File: src/rtl/am2909_stack_file.sv
// Return-address stack file for a 4-bit microprogram sequencer slice.
// Optional sticky overflow/underflow flag on o_err when AM2909_STACK_ERR_EN is defined.
module am2909_stack_file #(
    parameter int unsigned WIDTH = 4,
    parameter int unsigned DEPTH = 4
) (
    input  logic             i_cp,
    input  logic             i_clr_n,
    input  logic             i_fe,
    input  logic             i_pup,
    input  logic [WIDTH-1:0] i_din,
    output logic [WIDTH-1:0] o_f,
    output logic             o_full,
    output logic             o_empty
`ifdef AM2909_STACK_ERR_EN
    ,
    output logic             o_err
`endif
);

    localparam int unsigned PW = $clog2(DEPTH);
    localparam int unsigned CW = PW + 1;

    logic [WIDTH-1:0] r_file [DEPTH];
    logic [PW-1:0]    r_sp;
    logic [CW-1:0]    r_cnt;
    logic [WIDTH-1:0] r_top;
    logic             r_full;
    logic             r_empty;

    logic             w_push;
    logic             w_pop;
    logic [PW-1:0]    w_sp_nxt;
    logic [CW-1:0]    w_cnt_nxt;
    logic [WIDTH-1:0] w_top_nxt;

    assign w_push = ~i_fe & i_pup;
    assign w_pop  = ~i_fe & ~i_pup;

    // r_top mirrors file[SP] so F is a flop output; a push bypasses the write into it.
    always_comb begin
        w_sp_nxt  = r_sp;
        w_cnt_nxt = r_cnt;
        w_top_nxt = r_top;
        if (w_push) begin
            w_sp_nxt  = r_sp + PW'(1);
            w_top_nxt = i_din;
            if (r_cnt != CW'(DEPTH)) begin
                w_cnt_nxt = r_cnt + CW'(1);
            end
        end else if (w_pop) begin
            w_sp_nxt  = r_sp - PW'(1);
            w_top_nxt = r_file[w_sp_nxt];
            if (r_cnt != CW'(0)) begin
                w_cnt_nxt = r_cnt - CW'(1);
            end
        end
    end

    always_ff @(posedge i_cp) begin
        if (!i_clr_n) begin
            r_sp    <= PW'(DEPTH - 1);
            r_cnt   <= CW'(0);
            r_top   <= r_file[PW'(DEPTH - 1)];
            r_full  <= 1'b0;
            r_empty <= 1'b1;
        end else begin
            r_sp    <= w_sp_nxt;
            r_cnt   <= w_cnt_nxt;
            r_top   <= w_top_nxt;
            r_full  <= (w_cnt_nxt == CW'(DEPTH));
            r_empty <= (w_cnt_nxt == CW'(0));
        end
    end

    // Storage is not cleared by reset; a push during reset is discarded.
    always_ff @(posedge i_cp) begin
        if (i_clr_n && w_push) begin
            r_file[w_sp_nxt] <= i_din;
        end
    end

    assign o_f     = r_top;
    assign o_full  = r_full;
    assign o_empty = r_empty;

`ifdef AM2909_STACK_ERR_EN
    logic r_err;
    logic w_ovf;
    logic w_udf;

    assign w_ovf = w_push & r_full;
    assign w_udf = w_pop & r_empty;

    always_ff @(posedge i_cp) begin
        if (!i_clr_n) begin
            r_err <= 1'b0;
        end else if (w_ovf || w_udf) begin
            r_err <= 1'b1;
        end
    end

    assign o_err = r_err;
`endif

endmodule
File: config.mk
export PLATFORM = sky130hd
export DESIGN_NAME = am2909_stack_file
export DESIGN_NICKNAME = d
export VERILOG_FILES = /design/src/rtl/am2909_stack_file.sv
export SDC_FILE = /design/constraint.sdc
export NUM_CORES = 1
export LEC_CHECK = 0
export BUFFER_PORTS_ARGS = -buffer_cell sky130_fd_sc_hd__buf_2
export CORE_MARGIN = 1.5
export CORE_UTILIZATION = 44
export CTS_BUF_LIST = sky130_fd_sc_hd__clkbuf_4
export CTS_CLUSTER_SIZE = 28
export DETAILED_ROUTE_END_ITERATION = 12
export GPL_TIMING_DRIVEN = 0
export PLACE_DENSITY = 0.68
export SYNTH_ARGS = -nofsm -noshare
export SYNTH_HDL_FRONTEND = slang
export SYNTH_SLANG_ARGS = --single-unit
File: constraint.sdc
create_clock -name i_cp -period 3.4 [get_ports i_cp]
set_clock_uncertainty 0.05 [all_clocks]
set_input_delay 0.17 -clock i_cp [delete_from_list [all_inputs] [get_ports i_cp]]
set_output_delay 0.17 -clock i_cp [all_outputs]
set_load 0.03 [all_outputs]
==> After elaboration in Yosys (flattened, before gate mapping) <==
Memory sizes are Yosys's and may differ from the RTL's.
Index checks and enable logic that the tools add are counted.
{ "word_totals": {"reg_bits": 11, "ram_bits": 16, "inputBits": 8, "output_inout_bits": 6, "word_cells": 31, "memories": 1} }
{ "classes": {"add_sub_neg": 4, "eq_ne": 3, "muxes": 11, "bitwise_logic": 4, "reduce_logical": 3} }
{ "memory_table": {"columns": ["memory", "words", "width", "read_ports", "rd_clocked_by_memory_dff", "wr", "line_no", "rtl"], "rows": [
  ["r_file", 4, 4, 2, 0, 1, "24", "logic [WIDTH-1:0] r_file [DEPTH];"]
]} }
{ "op_table": {"columns": ["cell", "count"], "rows": [
  ["$mux 3", 4],
  ["$mux 4", 3],
  ["$mux 2", 2],
  ["$add 3x1->3 const B", 1],
  ["$eq 3x3->1 const B", 1],
  ["$logic_not 3->1", 1],
  ["$ne 3x1->1 const B", 1],
  ["$ne 3x3->1 const B", 1],
  ["$reduce_bool 3->1", 1],
  ["$sub 3x1->3 const B", 1],
  ["$add 2x1->2 const B", 1],
  ["$and 1x1->1", 2],
  ["$mux 1", 2],
  ["$not 1->1", 2],
  ["$sub 2x1->2 const B", 1],
  ["$logic_and 1x1->1", 1]
]} }

==> Depth between registers and ports, before layout <==
{ "depth": {"ltp_word": 5, "ltp_mapped": 6} }

==> Least setup slack after synthesis <==
No wires, ideal clock.
{ "synth_path": {"path_type": "register -> register", "startpoint": "register r_cnt[1]", "endpoint": "register r_full (netlist: o_full)", "setup_ns": 0.087, "arrival_time_ns": 1.489, "required_time_ns": 3.263, "slack_ns": 1.774, "stages_incl_launch_ff": 7, "n_path_buf": 0, "cell_sequence": "dfxtp_1 -> inv_1 -> ha_1 -> or3b_1 -> a211o_1 -> o21ai_2 -> nor4b_4"} }
{ "synth_between": {"elab_chain_cells": 5} }
{ "synth_rtl": {"columns": ["element", "line_no", "rtl"], "rows": [
  ["from (decl)", "26", "logic [CW-1:0] r_cnt;"],
  ["from (signal assigned)", "69", "r_cnt <= w_cnt_nxt;"],
  ["$sub 3x1->3 / $reduce_bool 3->1 (equally long branches)", "55, 54", null],
  ["$mux 3", "54", "if (r_cnt != CW'(0)) begin"],
  ["$mux 3", "51", "end else if (w_pop) begin"],
  ["$mux 3 (*)", "45", "if (w_push) begin"],
  ["$eq 3x3->1 (*)", "71", "r_full <= (w_cnt_nxt == CW'(DEPTH));"],
  ["to (signal assigned)", "71", null],
  ["to (decl)", "28", "logic r_full;"]
]} }
Every way passes the cells marked *; elsewhere a longest branch is shown, timed or not.
A chain may end at the register's enable or synchronous reset.

==> Final worst setup path <==
Same ends and word-level chain as after synthesis.

==> summary.txt <==
Status
  – Status: complete, no violations

GRT
  – Number of global-route vias before repair: 759
  – Initial antenna violation count: 0
  – First-pass GRT wire length: 3290 µm
  – Aggregate global-route resource usage: 0.139
  – Total grt overflow: 0
  – Largest net degree at the start of global routing: 16

Synthesis
  – Distinct cell type count after synthesis: 32
  – FFs w/ async S/R, synth: 0
  – Area leader, netlist: edfxtp_1
  – Synth Cell Area: 1220 µm²
  – Register bit total from synthesis: 27
  – Share of the synthesized area in the top cell type: 0.490
  – Mapped Cells: 96
  – Synth Net Count: 107
  – YS warnings: 0
  – Synth area leaders: edfxtp_1 (49%), dfxtp_1 (11%), mux2i_1 (3.3%)
  – Mean Syn Cell Area: 12.8 µm²
  – EDFF count, synth: 20
  – Ys flop type: edfxtp_1
  – Sequential share of the synthesized area: 0.605

Clock network
  – CTS HTree Levels: 1
  – CTS Buf Count: 3
  – Clock Sinks: 27
  – Clock Root Buffer: clkbuf_4
  – Worst-skew pair later-pin latency: 0.32 ns
  – Clock transition at path regs: 0.14 ns
  – CTS max path bufs: 2
  – CTS tree: yes
  – # Post-CTS Setup Buffers: 0
  – # hold bufs at CTS: 0
  – Post-cts resize count: 0

Finish
  – Nets: 123
  – Final instance area: 1350 µm²
  – Commonest non-fill, non-tap cell in the layout: edfxtp_1
  – Fillcell total: 228
  – Final Non-Filler Cells: 141
  – Share of cells above drive strength 1: 0.216
  – Area grow syn2layout: 9.81%
  – Most frequent cells in the layout: edfxtp_1 (20), buf_2 (14), nand2_1 (9)
  – ANT cells: 0

Timing
  – Worst-Margin Slew: 0.662 ns
  – Hold Fails Final Rpt: 0
  – Slew Limit Fails: 0
  – Fmax: 567 MHz
  – Final-report setup violation count: 0
  – Headroom to the max-slew limit: 0.558
  – Setup TNS: 0 ns
  – Fin crit share: 0.519
  – Unrepaired setup endpoints after global routing: no
  – Final Critical Period: 1.76 ns

Power
  – Clock share of power: 0.207
  – Sequential share of power: 0.578
  – Switching power share of the total: 0.284
  – Power per standard cell area: 495 nW/µm²
  – Combinational share of power: 0.215
  – Peak supply drop: 0.000353 V
  – P_leak: 0.507 nW
  – Psw: 189 µW
  – Overall power: 666 µW
  – Internal power: 477 µW

Critical path
  – Buf/Inv on CP: 1
  – Slowest stage cell, crit path: dfxtp_1
  – Crit Path Category: flop to flop
  – Element type at the critical path start: flop
  – Max incr delay on CP: 0.40 ns
  – Crit. End Element: flop
  – CP arrival: 1.96 ns
  – Crit path max-delay family: simple AND/OR/NAND/NOR gates
  – Critical Path Fanout Max: 4
  – Crit-path cells: inv_1, ha_1, or3b_1, a211o_1, o21ai_2, nor4b_4
  – R2r setup slk: 1.64 ns
  – Worst endpoint required time: 3.60 ns

Job
  – Number of max-cap violations: 0

Floorplan
  – FP Rows: 18
  – Io pins: 14
  – DIE AREA: 3110 µm²
  – DIE HEIGHT: 55.8 µm
  – Core area: 2540 µm²
  – Starting Density: 0.481
  – Die W: 55.8 µm

Placed design
  – GPL Wtd Cong: 0.769
  – Port bufs: 11
  – Cells after DPL: 137
  – Post-Place Cell Area: 1320 µm²
  – HPWL reported at the end of detailed placement: 1430 µm

Drt
  – DR pass1 iterations: 4
  – DRC Markers: 0
  – Post-route ant nets: 0
  – Wirelength, routed: 1930 µm
  – Per-cell routed wire length: 13.7 µm
  – Via count: 776
  – Initial DRC count: 15
  – Vias/cell: 5.50

Min path
  – Hold crit path type: input pin to flop
[logic make-up after synthesis]
logic type / count (synthesis) / share of synthesized area
AOI/OAI and AO/OA: 19 / 0.105
xor gates and xnor gates: 4 / 0.0286
adders and majority gates: 3 / 0.0306
buffers and inverters: 10 / 0.0398
DFF: 27 / 0.605
muxes: 7 / 0.0603
and+or+nand+nor: 26 / 0.131
[power groups by stage]
stage                     clock network (mW)  logic (mW)  registers [mW]
after floorplan                            0      0.0933           0.410
final                                  0.138       0.143           0.385
after detailed placement                   0       0.145           0.392
after global placement                     0       0.140           0.392
after global routing                   0.149       0.162           0.387
after CTS                              0.138       0.145           0.384
[worst register-to-register path, cell delays in order, from the launching register on]
cell     delay, ns
dfxtp_1       0.40
inv_1         0.08
ha_1          0.22
or3b_1        0.35
a211o_1       0.31
o21ai_2       0.08
nor4b_4       0.21
[cells in the mapped netlist (all sizes together) (2+ instances only)]
| cell type | count |
|---|---|
| a21oi | 2 |
| a22o | 3 |
| a22oi | 4 |
| and2 | 3 |
| buf | 4 |
| clkbuf | 2 |
| dfxtp | 7 |
| edfxtp | 20 |
| ha | 3 |
| inv | 4 |
| mux2 | 3 |
| mux2i | 4 |
| nand2 | 9 |
| nand2b | 2 |
| nor2b | 2 |
| o21ai | 7 |
| o31ai | 2 |
| xnor2 | 2 |
| xor2 | 2 |
[worst paths after layout]
check | startpoint | end | cells after the start
setup reg to reg | r_cnt[1] | o_full | 6
hold / removal | i_din[1] | r_file[0][1] | 1
hold reg to reg | r_file[3][3] | o_f[3] | 1
setup / recovery | r_cnt[1] | o_full | 6
[area by class of cell]
type                       count  area, µm²  area share
sequential                    27        741       0.551
clock inverter                 1       5.00     0.00372
timing repair buffer          11       55.1      0.0409
inverter                       4       15.0      0.0112
buffer                         6       33.8      0.0251
tap                           30       37.5      0.0279
clock buffer                   3       22.5      0.0167
multi-input combinational     59        435       0.324
[state kept, by name, indices dropped and copies added (netlist names)]
signal and cells:
o_full 1, o_empty 1, o_f 4, r_file 16
r_cnt 3, r_sp 2
[metal layers]
layer	share of wire	vias up	routed length [µm]	GRT usage
met5	0	-	0	0
met4	0.023	0	44	0.0488
met3	0.040	6	77	0.0512
met2	0.48	18	921	0.224
met1	0.46	375	887	0.172
li1	-	377	-	-
[metrics by stage]
step / worst slack [ns] / util / hold slack, ns
final: 1.64 / 0.529 / 0.0181
after detailed placement: 1.49 / 0.518 / 0.363
after CTS: 1.62 / 0.529 / 0.0198
after global routing: 1.49 / 0.529 / 0.0167
after floorplan: 1.77 / - / 0.219
after global placement: 1.51 / 0.518 / 0.357
Power figures use the tool's default switching activity.
